File: src/rtl/div_clk_monitor.sv
// Receive-side checker for a divided clock: synchronises it, emits edge ticks,
// measures phase/period lengths and tracks LOCK/FAULT against the expected divide.
module div_clk_monitor #(
    parameter int LOCK_COUNT = 3,
    parameter int TOL        = 0
) (
    input  logic        clk,
    input  logic        reset,
    input  logic        DivClkIn,
    input  logic [9:0]  Div,
    input  logic        ClrFault,
    output logic        RiseTick,
    output logic        FallTick,
    output logic [10:0] Period,
    output logic        PeriodValid,
    output logic        Locked,
    output logic        Fault,
    output logic [1:0]  State
);

    typedef enum logic [1:0] {
        IDLE    = 2'd0,
        ACQUIRE = 2'd1,
        LOCKED  = 2'd2,
        FAULT   = 2'd3
    } state_t;

    localparam logic [11:0] TOL_W   = 12'(TOL);
    localparam logic [3:0]  LOCK_W  = 4'(LOCK_COUNT);
    localparam logic [10:0] CNT_MAX = 11'h7FF;

    logic        s1_q, s2_q, s3_q;
    logic        s1_d, s2_d, s3_d;
    logic [10:0] hi_cnt_q, hi_cnt_d;
    logic [10:0] lo_cnt_q, lo_cnt_d;
    logic [9:0]  div_q, div_d;
    logic [3:0]  good_cnt_q, good_cnt_d;
    logic [10:0] period_q, period_d;
    logic        period_valid_q, period_valid_d;
    state_t      state_q, state_d;

    logic        rise, fall;
    logic [10:0] exp_len;
    logic [11:0] lim_hi, lim_lo;
    logic [11:0] period_sum;
    logic        hi_ok, lo_ok, period_good, stuck, bad;

    // Synchroniser and edge detector
    always_comb begin
        s1_d = DivClkIn;
        s2_d = s1_q;
        s3_d = s2_q;
        rise = s2_q & ~s3_q;
        fall = ~s2_q & s3_q;
    end

    // Phase counters count from 1 on their opening edge and hold during the other phase
    always_comb begin
        hi_cnt_d = hi_cnt_q;
        lo_cnt_d = lo_cnt_q;
        if (rise)
            hi_cnt_d = 11'd1;
        else if (s2_q && hi_cnt_q != CNT_MAX)
            hi_cnt_d = hi_cnt_q + 11'd1;
        if (fall)
            lo_cnt_d = 11'd1;
        else if (!s2_q && lo_cnt_q != CNT_MAX)
            lo_cnt_d = lo_cnt_q + 11'd1;
    end

    always_comb begin
        exp_len = {1'b0, div_q} + 11'd1;
        lim_hi  = {1'b0, exp_len} + TOL_W;
        lim_lo  = ({1'b0, exp_len} > TOL_W) ? ({1'b0, exp_len} - TOL_W) : 12'd0;
        hi_ok   = ({1'b0, hi_cnt_q} >= lim_lo) && ({1'b0, hi_cnt_q} <= lim_hi);
        lo_ok   = ({1'b0, lo_cnt_q} >= lim_lo) && ({1'b0, lo_cnt_q} <= lim_hi);
        period_good = hi_ok & lo_ok;
        // Checked on the next count value so the state flips on the same edge the counter overruns
        stuck = (s2_q && ({1'b0, hi_cnt_d} > lim_hi)) ||
                (!s2_q && ({1'b0, lo_cnt_d} > lim_hi));
        bad   = stuck | (rise & ~period_good);
    end

    always_comb begin
        period_sum     = {1'b0, hi_cnt_q} + {1'b0, lo_cnt_q};
        period_d       = period_q;
        period_valid_d = 1'b0;
        if (rise && state_q != IDLE) begin
            period_d       = (period_sum > {1'b0, CNT_MAX}) ? CNT_MAX : period_sum[10:0];
            period_valid_d = 1'b1;
        end
    end

    always_comb begin
        state_d    = state_q;
        good_cnt_d = good_cnt_q;
        div_d      = div_q;
        case (state_q)
            IDLE: begin
                if (rise) begin
                    state_d    = ACQUIRE;
                    div_d      = Div;
                    good_cnt_d = 4'd0;
                end
            end
            ACQUIRE: begin
                if (bad)
                    good_cnt_d = 4'd0;
                else if (rise) begin
                    good_cnt_d = good_cnt_q + 4'd1;
                    if (good_cnt_q + 4'd1 >= LOCK_W)
                        state_d = LOCKED;
                end
            end
            LOCKED: begin
                if (bad)
                    state_d = FAULT;
            end
            FAULT: begin
                if (ClrFault)
                    state_d = IDLE;
            end
            default: state_d = IDLE;
        endcase
    end

    always_ff @(posedge clk or posedge reset) begin
        if (reset) begin
            s1_q           <= 1'b0;
            s2_q           <= 1'b0;
            s3_q           <= 1'b0;
            hi_cnt_q       <= '0;
            lo_cnt_q       <= '0;
            div_q          <= '0;
            good_cnt_q     <= '0;
            period_q       <= '0;
            period_valid_q <= 1'b0;
            state_q        <= IDLE;
        end else begin
            s1_q           <= s1_d;
            s2_q           <= s2_d;
            s3_q           <= s3_d;
            hi_cnt_q       <= hi_cnt_d;
            lo_cnt_q       <= lo_cnt_d;
            div_q          <= div_d;
            good_cnt_q     <= good_cnt_d;
            period_q       <= period_d;
            period_valid_q <= period_valid_d;
            state_q        <= state_d;
        end
    end

    assign RiseTick    = rise;
    assign FallTick    = fall;
    assign Period      = period_q;
    assign PeriodValid = period_valid_q;
    assign Locked      = (state_q == LOCKED);
    assign Fault       = (state_q == FAULT);
    assign State       = state_q;

endmodule

File: config.mk
export PLATFORM = sky130hd
export DESIGN_NAME = div_clk_monitor
export DESIGN_NICKNAME = d
export VERILOG_FILES = /design/src/rtl/div_clk_monitor.sv
export SDC_FILE = /design/constraint.sdc
export NUM_CORES = 1
export LEC_CHECK = 0
export CAP_MARGIN = 25
export CORE_ASPECT_RATIO = 2
export CORE_MARGIN = 3
export CORE_UTILIZATION = 58
export DETAILED_ROUTE_END_ITERATION = 10
export DONT_BUFFER_PORTS = 1
export GPL_ROUTABILITY_DRIVEN = 0
export GPL_TIMING_DRIVEN = 0
export PLACE_DENSITY = 0.82
export SYNTH_ARGS = -nofsm -noshare
export SYNTH_HDL_FRONTEND = slang
export SYNTH_SLANG_ARGS = --single-unit
export TNS_END_PERCENT = 1
File: constraint.sdc
create_clock -name clk -period 3.5 [get_ports clk]
set_input_delay 0.7 -clock clk [delete_from_list [all_inputs] [get_ports clk]]
set_output_delay 0.7 -clock clk [all_outputs]
set_load 0.03 [all_outputs]
# Word level (Yosys, flattened, before mapping)
# Cells that the tools add are included.
word_totals:
  register_bits: 53
  latchBits: 0
  mem_bits_rw: 0
  mem_bits_ro: 0
  inputBits: 14
  output_inout_bits: 18
  elab_cells: 77
  mem_count: 0
classes:
  add_sub_neg: 5
  mul: 0
  div: 0
  n_lt_le_gt_ge: 9
  eq_ne: 12
  n_shift: 0
  muxes: 18
  bitwise_logic: 8
  n_reduce_logical: 15
op_table:
  columns: ["cell", "n"]
  rows:
  - ["11-bit 2-to-1 mux", 6]
  - ["11-bit by 1-bit adder with 11-bit output (second input constant)", 2]
  - ["11-bit greater-or-equal comparator", 2]
  - ["11-bit > comparator", 2]
  - ["11-bit less-or-equal comparator", 2]
  - ["11-bit inequality test (second input constant)", 2]
  - ["11-bit by 11-bit adder with 12-bit output", 1]
  - ["12-bit by 11-bit > comparator with 1-bit output (second input constant)", 1]
  - ["2-bit 2-to-1 mux", 6]
  - ["4-bit 2-to-1 mux", 3]
  - ["10-bit by 1-bit adder with 11-bit output (second input constant)", 1]
  - ["11-bit by 1-bit > comparator with 1-bit output (second input constant)", 1]
  - ["2-bit inequality test (second input constant)", 5]
  - ["2-bit case mux with 4 select lines", 1]
  - ["4-bit case mux with 2 select lines", 1]
  - ["1-bit logical AND", 7]
  - ["6-bit AND reduction", 1]
  - ["4-bit by 1-bit adder with 4-bit output (second input constant)", 1]
  - ["1-bit AND", 4]
  - ["2-bit == test (second input constant)", 2]
  - ["4-bit by 2-bit greater-or-equal comparator with 1-bit output (second input constant)", 1]
  - ["2-bit nonzero test", 2]
  - ["3-bit inequality test (second input constant)", 1]
  - ["1-bit NOT", 3]
  - ["9 further kinds", 9]

# Logic depth before layout (Yosys ltp)
depth:
  depth_word: 11
  ltp_mapped: 18
  ltp_nobuf: 18

# Worst setup path after synthesis
# Ideal clock, no wire load.
synth_path:
  path_kind: "register to register"
  startpoint: "register div_q[0]"
  endpoint: "register state_q[1] (netlist: State[1])"
  setup_time_ns: 0.125
  arrival_ns: 3.504
  t_required_ns: 3.375
  slack_ns: -0.129
  path_stages_with_launch: 17
  path_buffers: 1
  period_less_slack_ns: 3.629
  path_cell_list: "dfrtp_1 -> ha_1 -> clkbuf_1 -> nand3_1 -> xor2_1 -> and4_1 -> nand4_1 -> o21ai_0 -> ha_1 -> a21oi_1 -> a21oi_1 -> o311ai_1 -> and3_1 -> or4_4 -> a21oi_2 -> o211ai_2 -> mux2_4"
synth_between:
  elab_chain_len: 11
  word_cells_on_any_way: 21
  cone_classes: "add/sub: 1; order compare: 7; eq/ne: 2; mux: 1; bitwise: 4; reduce/logical: 6"
synth_rtl:
  columns: ["element", "line", "text"]
  rows:
  - ["from (decl)", "36", "logic [9:0] div_q, div_d;"]
  - ["from (signal assigned)", "145", "div_q <= div_d;"]
  - ["10-bit by 1-bit adder with 11-bit output (*)", "72", "exp_len = {1'b0, div_q} + 11'd1;"]
  - ["11-bit by 1-bit > comparator with 1-bit output", "74", "lim_lo = ({1'b0, exp_len} > TOL_W) ? ({1'b0, exp_len} - TOL_W) : 12'd0;"]
  - ["11-bit 2-to-1 mux", "74", null]
  - ["11-bit greater-or-equal comparator, on equally long branches", "75, 76", null]
  - ["1-bit logical AND, on equally long branches", "75, 76", null]
  - ["1-bit AND", "77", "period_good = hi_ok & lo_ok;"]
  - ["1-bit NOT", "81", "bad = stuck | (rise & ~period_good);"]
  - ["1-bit AND", "81", null]
  - ["1-bit bitwise OR (*)", "81", null]
  - ["2-bit inequality test (no source line) / 2-bit by 1-bit inequality test with 1-bit output (equally long branches)", null, null]
  - ["6-bit AND reduction (no source line) (*)", null, null]
  - ["to (signal assigned)", "149", "state_q <= state_d;"]
  - ["to (decl)", "40", "state_t state_q, state_d;"]
# Every way passes the cells marked *; elsewhere a longest branch is shown, timed or not.
# A chain may end at the register's enable or synchronous reset.

# Worst setup path in the final report
layout_path:
  startpoint: "register s2_q"
  endpoint: "register good_cnt_q[3]"
layout_between:
  word_cells_on_any_way: 22
  cone_classes: "order compare: 2; eq/ne: 2; mux: 6; bitwise: 5; reduce/logical: 7"
layout_lines:
  columns: ["element", "line", "text"]
  rows:
  - ["from (decl)", "32", "logic s1_q, s2_q, s3_q;"]
  - ["from (signal assigned)", "130", "s2_q <= 1'b0;"]
  - ["from (signal assigned)", "141", "s2_q <= s2_d;"]
  - ["1-bit AND (*)", "53", "rise = s2_q & ~s3_q;"]
  - ["via RiseTick", "12", "output logic RiseTick,"]
  - ["11-bit 2-to-1 mux (*)", "61", "if (rise)"]
  - ["via hi_cnt_d[4]", "34", "logic [10:0] hi_cnt_q, hi_cnt_d;"]
  - ["11-bit > comparator (*)", "79", "stuck = (s2_q && ({1'b0, hi_cnt_d} > lim_hi)) ||"]
  - ["1-bit logical AND (*)", "79", null]
  - ["1-bit logical OR (*)", "79", null]
  - ["1-bit bitwise OR (*)", "81", null]
  - ["3-bit inequality test (no source line) / 4-bit 2-to-1 mux (equally long branches)", null, null]
  - ["3-bit AND reduction (no source line) / 4-bit case mux with 2 select lines (equally long branches)", null, null]
  - ["to (signal assigned)", "146", "good_cnt_q <= good_cnt_d;"]
  - ["to (decl)", "37", "logic [3:0] good_cnt_q, good_cnt_d;"]
# The timed path passes the listed nets; every way through them passes the cells marked *.

==> flow_summary.toml <==
[logic_synthesis]
yosysWarnings = 0
synth_top_family_by_area = "adder cells"
synth-main-ff-cell = "dfrtp_1"
synth.cell_area_sq_um = 4480
synth_xor_area_share_pct = 7.24
synthCells = 478
synthSimpleGateAreaFrac_pct = 17.0
synth_mux_area_share_pct = 3.30
synth-seq-cells = 53
synth.avg_cell_area_sq_um = 9.37
async_reset_ff_share_pct = 100
synth_compound_area_share_pct = 15.3
syn-num-nets = 582
synth_fa_ha_area_share_pct = 25.3
synth_cell_types = 46
synth_edf_count = 0
seq_area_frac_synth_pct = 29.6

[finish]
area_delta_synth_final_pct = 19.5
drive_gt1_share_pct = 25.7
instances_no_fill = 613
antenna_cells = 0
nNetsFinal = 624
fillers = 510

[cts]
cts_sinks = 53
clk_latency_ps = 300
cts_max_level = 2
numCtsBuffers = 5
path_clk_slew_ps = 70
clk_path_buf_depth = 2
cts_tree = "yes"
clock-root-buffer = "clkbuf_16"

[drt]
wl_um = 13000
final_antenna_net_count = 0
wire_per_inst_um = 21.2
avgViaCountPerCell = 6.63
first_pass_iters = 5
vias = 4065
drc = 0
drt_iter0_drc = 274

[floorplanning]
dieArea_sq_um = 8870
die_w_um = 68.1
initial_core_util_pct = 60.7
io_pins = 32
die_h_um = 130
rows = 44
core-area_sq_um = 7380

[grt]
grt_pass1_wl_um = 20100
busiest_layer = "met2"
grt_use_total_pct = 30.6
grt_pass1_vias = 4271
grt_overflow_total = 0
met3_usage_pct = 5.51
grt_max_degree = 30
grt.met2_usage_pct = 54.3
use_met1_pct = 28.4
antenna_found_initial = 0

[timing]
fin_skew_ps = 7.21
fin_ws_ps = -284
setup_viol = 6
tightest_slew_ps = 632
setup_tns_ps = -1170
fin_crit_ps = 3780
slew_viol_final = 0
rsz0062_at_grt = "true"
finalHoldViolations = 0
relSlewSlack_pct = 57.5
fin_crit_sh_pct = 108
fmax_ghz = 0.264
whs_ps = 319

[power]
total_power_mw = 2.02
power_frac_seq_pct = 41.5
power_per_cell_area_nw_per_um2 = 377
combinationalPowerShare_pct = 33.8
p_int_mw = 1.26
p_sw_share_pct = 37.6
pwr-share-clk_pct = 24.7
max-vdd-ir-drop_uv = 294
p_sw_mw = 0.758
leakagePower_nw = 2.47

[worst_setup_path]
startpoint_type = "flip-flop"
crit_fanout = 10
endpoint_kind = "flip-flop"
critical_path_class = "flip-flop to flip-flop"
crit_arrival_ps = 4010
rr_worst_depth = 14
required_ps = 3720

[place]
dp_hpwl_um = 9070
dp_cells = 571
io_buffers = 0

[worst_hold_path]
hold_path.class = "primary input to asynchronous set/reset pin"

[flow_run]
cap_viol_max_count = 0

[outcome]
status = "finished, violations left"
failed_checks = "negative setup slack"
[routing by layer]
| metal | part of all wire (%) | up-vias |
|---|---|---|
| li1 | - | 1845 |
| met1 | 32 | 1956 |
| met2 | 54 | 193 |
| met3 | 5.4 | 71 |
| met4 | 8.6 | 0 |
| met5 | 0 | - |
[power by group through the flow]
stage	Sequential [mW]	Combinational, mW	Clock (mW)
2_1_floorplan	0.832	0.425	0
3_3_place_gp	0.868	0.506	0
3_5_place_dp	0.873	0.541	0
4_1_cts	0.838	0.658	0.494
5_1_grt	0.848	0.756	0.518
6_report	0.838	0.682	0.498
[what timing repair did]
item / CTS / global route
pin swaps: 30 / 16
hold buffers: 0 / 0
setup buffers: 31 / 4
resized for setup: 65 / 23
endpoints found under the setup margin: 6 / 6
[registers in the layout, indices dropped and copies added (netlist names)]
register / flops
div_q: 10
good_cnt_q: 4
s1_q: 1
hi_cnt_q: 11
PeriodValid: 1
Period: 11
s3_q: 1
lo_cnt_q: 11
State: 2
s2_q: 1
[cells in the mapped netlist, types with 5 or more instances]
master	number	area [sq um]
a21oi_1	35	175
inv_1	22	82.6
a21o_1	5	37.5
nor3_1	11	55.1
clkbuf_1	5	18.8
a211oi_1	8	60.1
xnor2_1	14	123
nand4_1	17	106
nand3b_1	5	37.5
a31oi_1	5	31.3
o21ai_0	23	115
mux2_2	10	113
nor2_1	39	146
nand2_1	23	86.3
nor2b_1	6	37.5
xor2_1	23	201
and3_1	5	31.3
dfrtp_1	53	1330
o22a_1	9	78.8
nand3_1	23	115
ha_1	89	1110
[metrics by stage]
| stage | area (sq um) | setup WS, ps | util [%] |
|---|---|---|---|
| 5_1_grt | 5350 | -364 | 72.6 |
| 4_1_cts | 5240 | -51.4 | 71.0 |
| 2_1_floorplan | 4500 | 17.6 | - |
| 6_report | 5350 | -284 | 72.6 |
| 3_3_place_gp | 4620 | -794 | 62.6 |
| 3_5_place_dp | 4640 | -860 | 62.9 |
[critical path: stages (launching register included)]
cell      delay (ps)
dfrtp_1          340
clkbuf_2         280
nand2b_2         220
inv_1            240
buf_2            390
nor2_1           150
ha_1             340
a211oi_1         320
nor2_1           100
o31a_1           370
o21ai_2          200
and2_4           160
nand4_1          140
or3_1            340
o21ai_1          100
[final timing paths]
| path | start | end | slack, ps |
|---|---|---|---|
| worst min register to register | s1_q | s2_q | 350 |
| worst max-delay path | s2_q | good_cnt_q[3] | -280 |
| max in group asynchronous | reset | lo_cnt_q[8] | 2620 |
| worst min-delay path | reset | Period[0] | 320 |
| min in group clk | s1_q | s2_q | 350 |
| worst max register to register | s2_q | good_cnt_q[3] | -280 |
[cell type report]
| cell class | count | area [sq um] | area share, % |
|---|---|---|---|
| well taps | 92 | 115 | 2.15 |
| plain buffers | 4 | 18.8 | 0.351 |
| inverters | 22 | 82.6 | 1.54 |
| flip-flops and latches | 53 | 1350 | 25.2 |
| repair buffers | 36 | 287 | 5.35 |
| clock buffers | 5 | 125 | 2.34 |
| clock inverters | 3 | 17.5 | 0.327 |
| multi-input cells | 398 | 3360 | 62.7 |
[placed cells by master, fill, tap and decap left out, types with 3 or more instances in the layout]
master	count
xnor2_1	12
xor2_2	7
o22a_1	9
nand2_1	19
nand3_1	18
or3_1	3
a31oi_1	5
a21o_1	5
o31a_1	4
dfrtp_2	18
xor2_1	14
dfrtp_1	35
nor2b_1	6
and2_4	3
o21ai_1	6
nor2_2	3
inv_1	21
and3_1	3
a21oi_1	32
nor2_1	35
ha_1	85
buf_4	34
nor3_1	9
o21ai_2	4
clkbuf_16	5
o21ai_0	15
nand3b_1	5
nand4_1	17
nand3_2	4
a211oi_1	7
mux2_2	10
a21oi_2	5
[cells by family after synthesis]
family / count (synthesis)
compound gates: 108
xor+xnor: 37
fa+ha+maj: 90
buf+inv: 27
flops: 53
mux: 13
simple gates: 150
No activity file was read; power rests on OpenSTA's default activity.
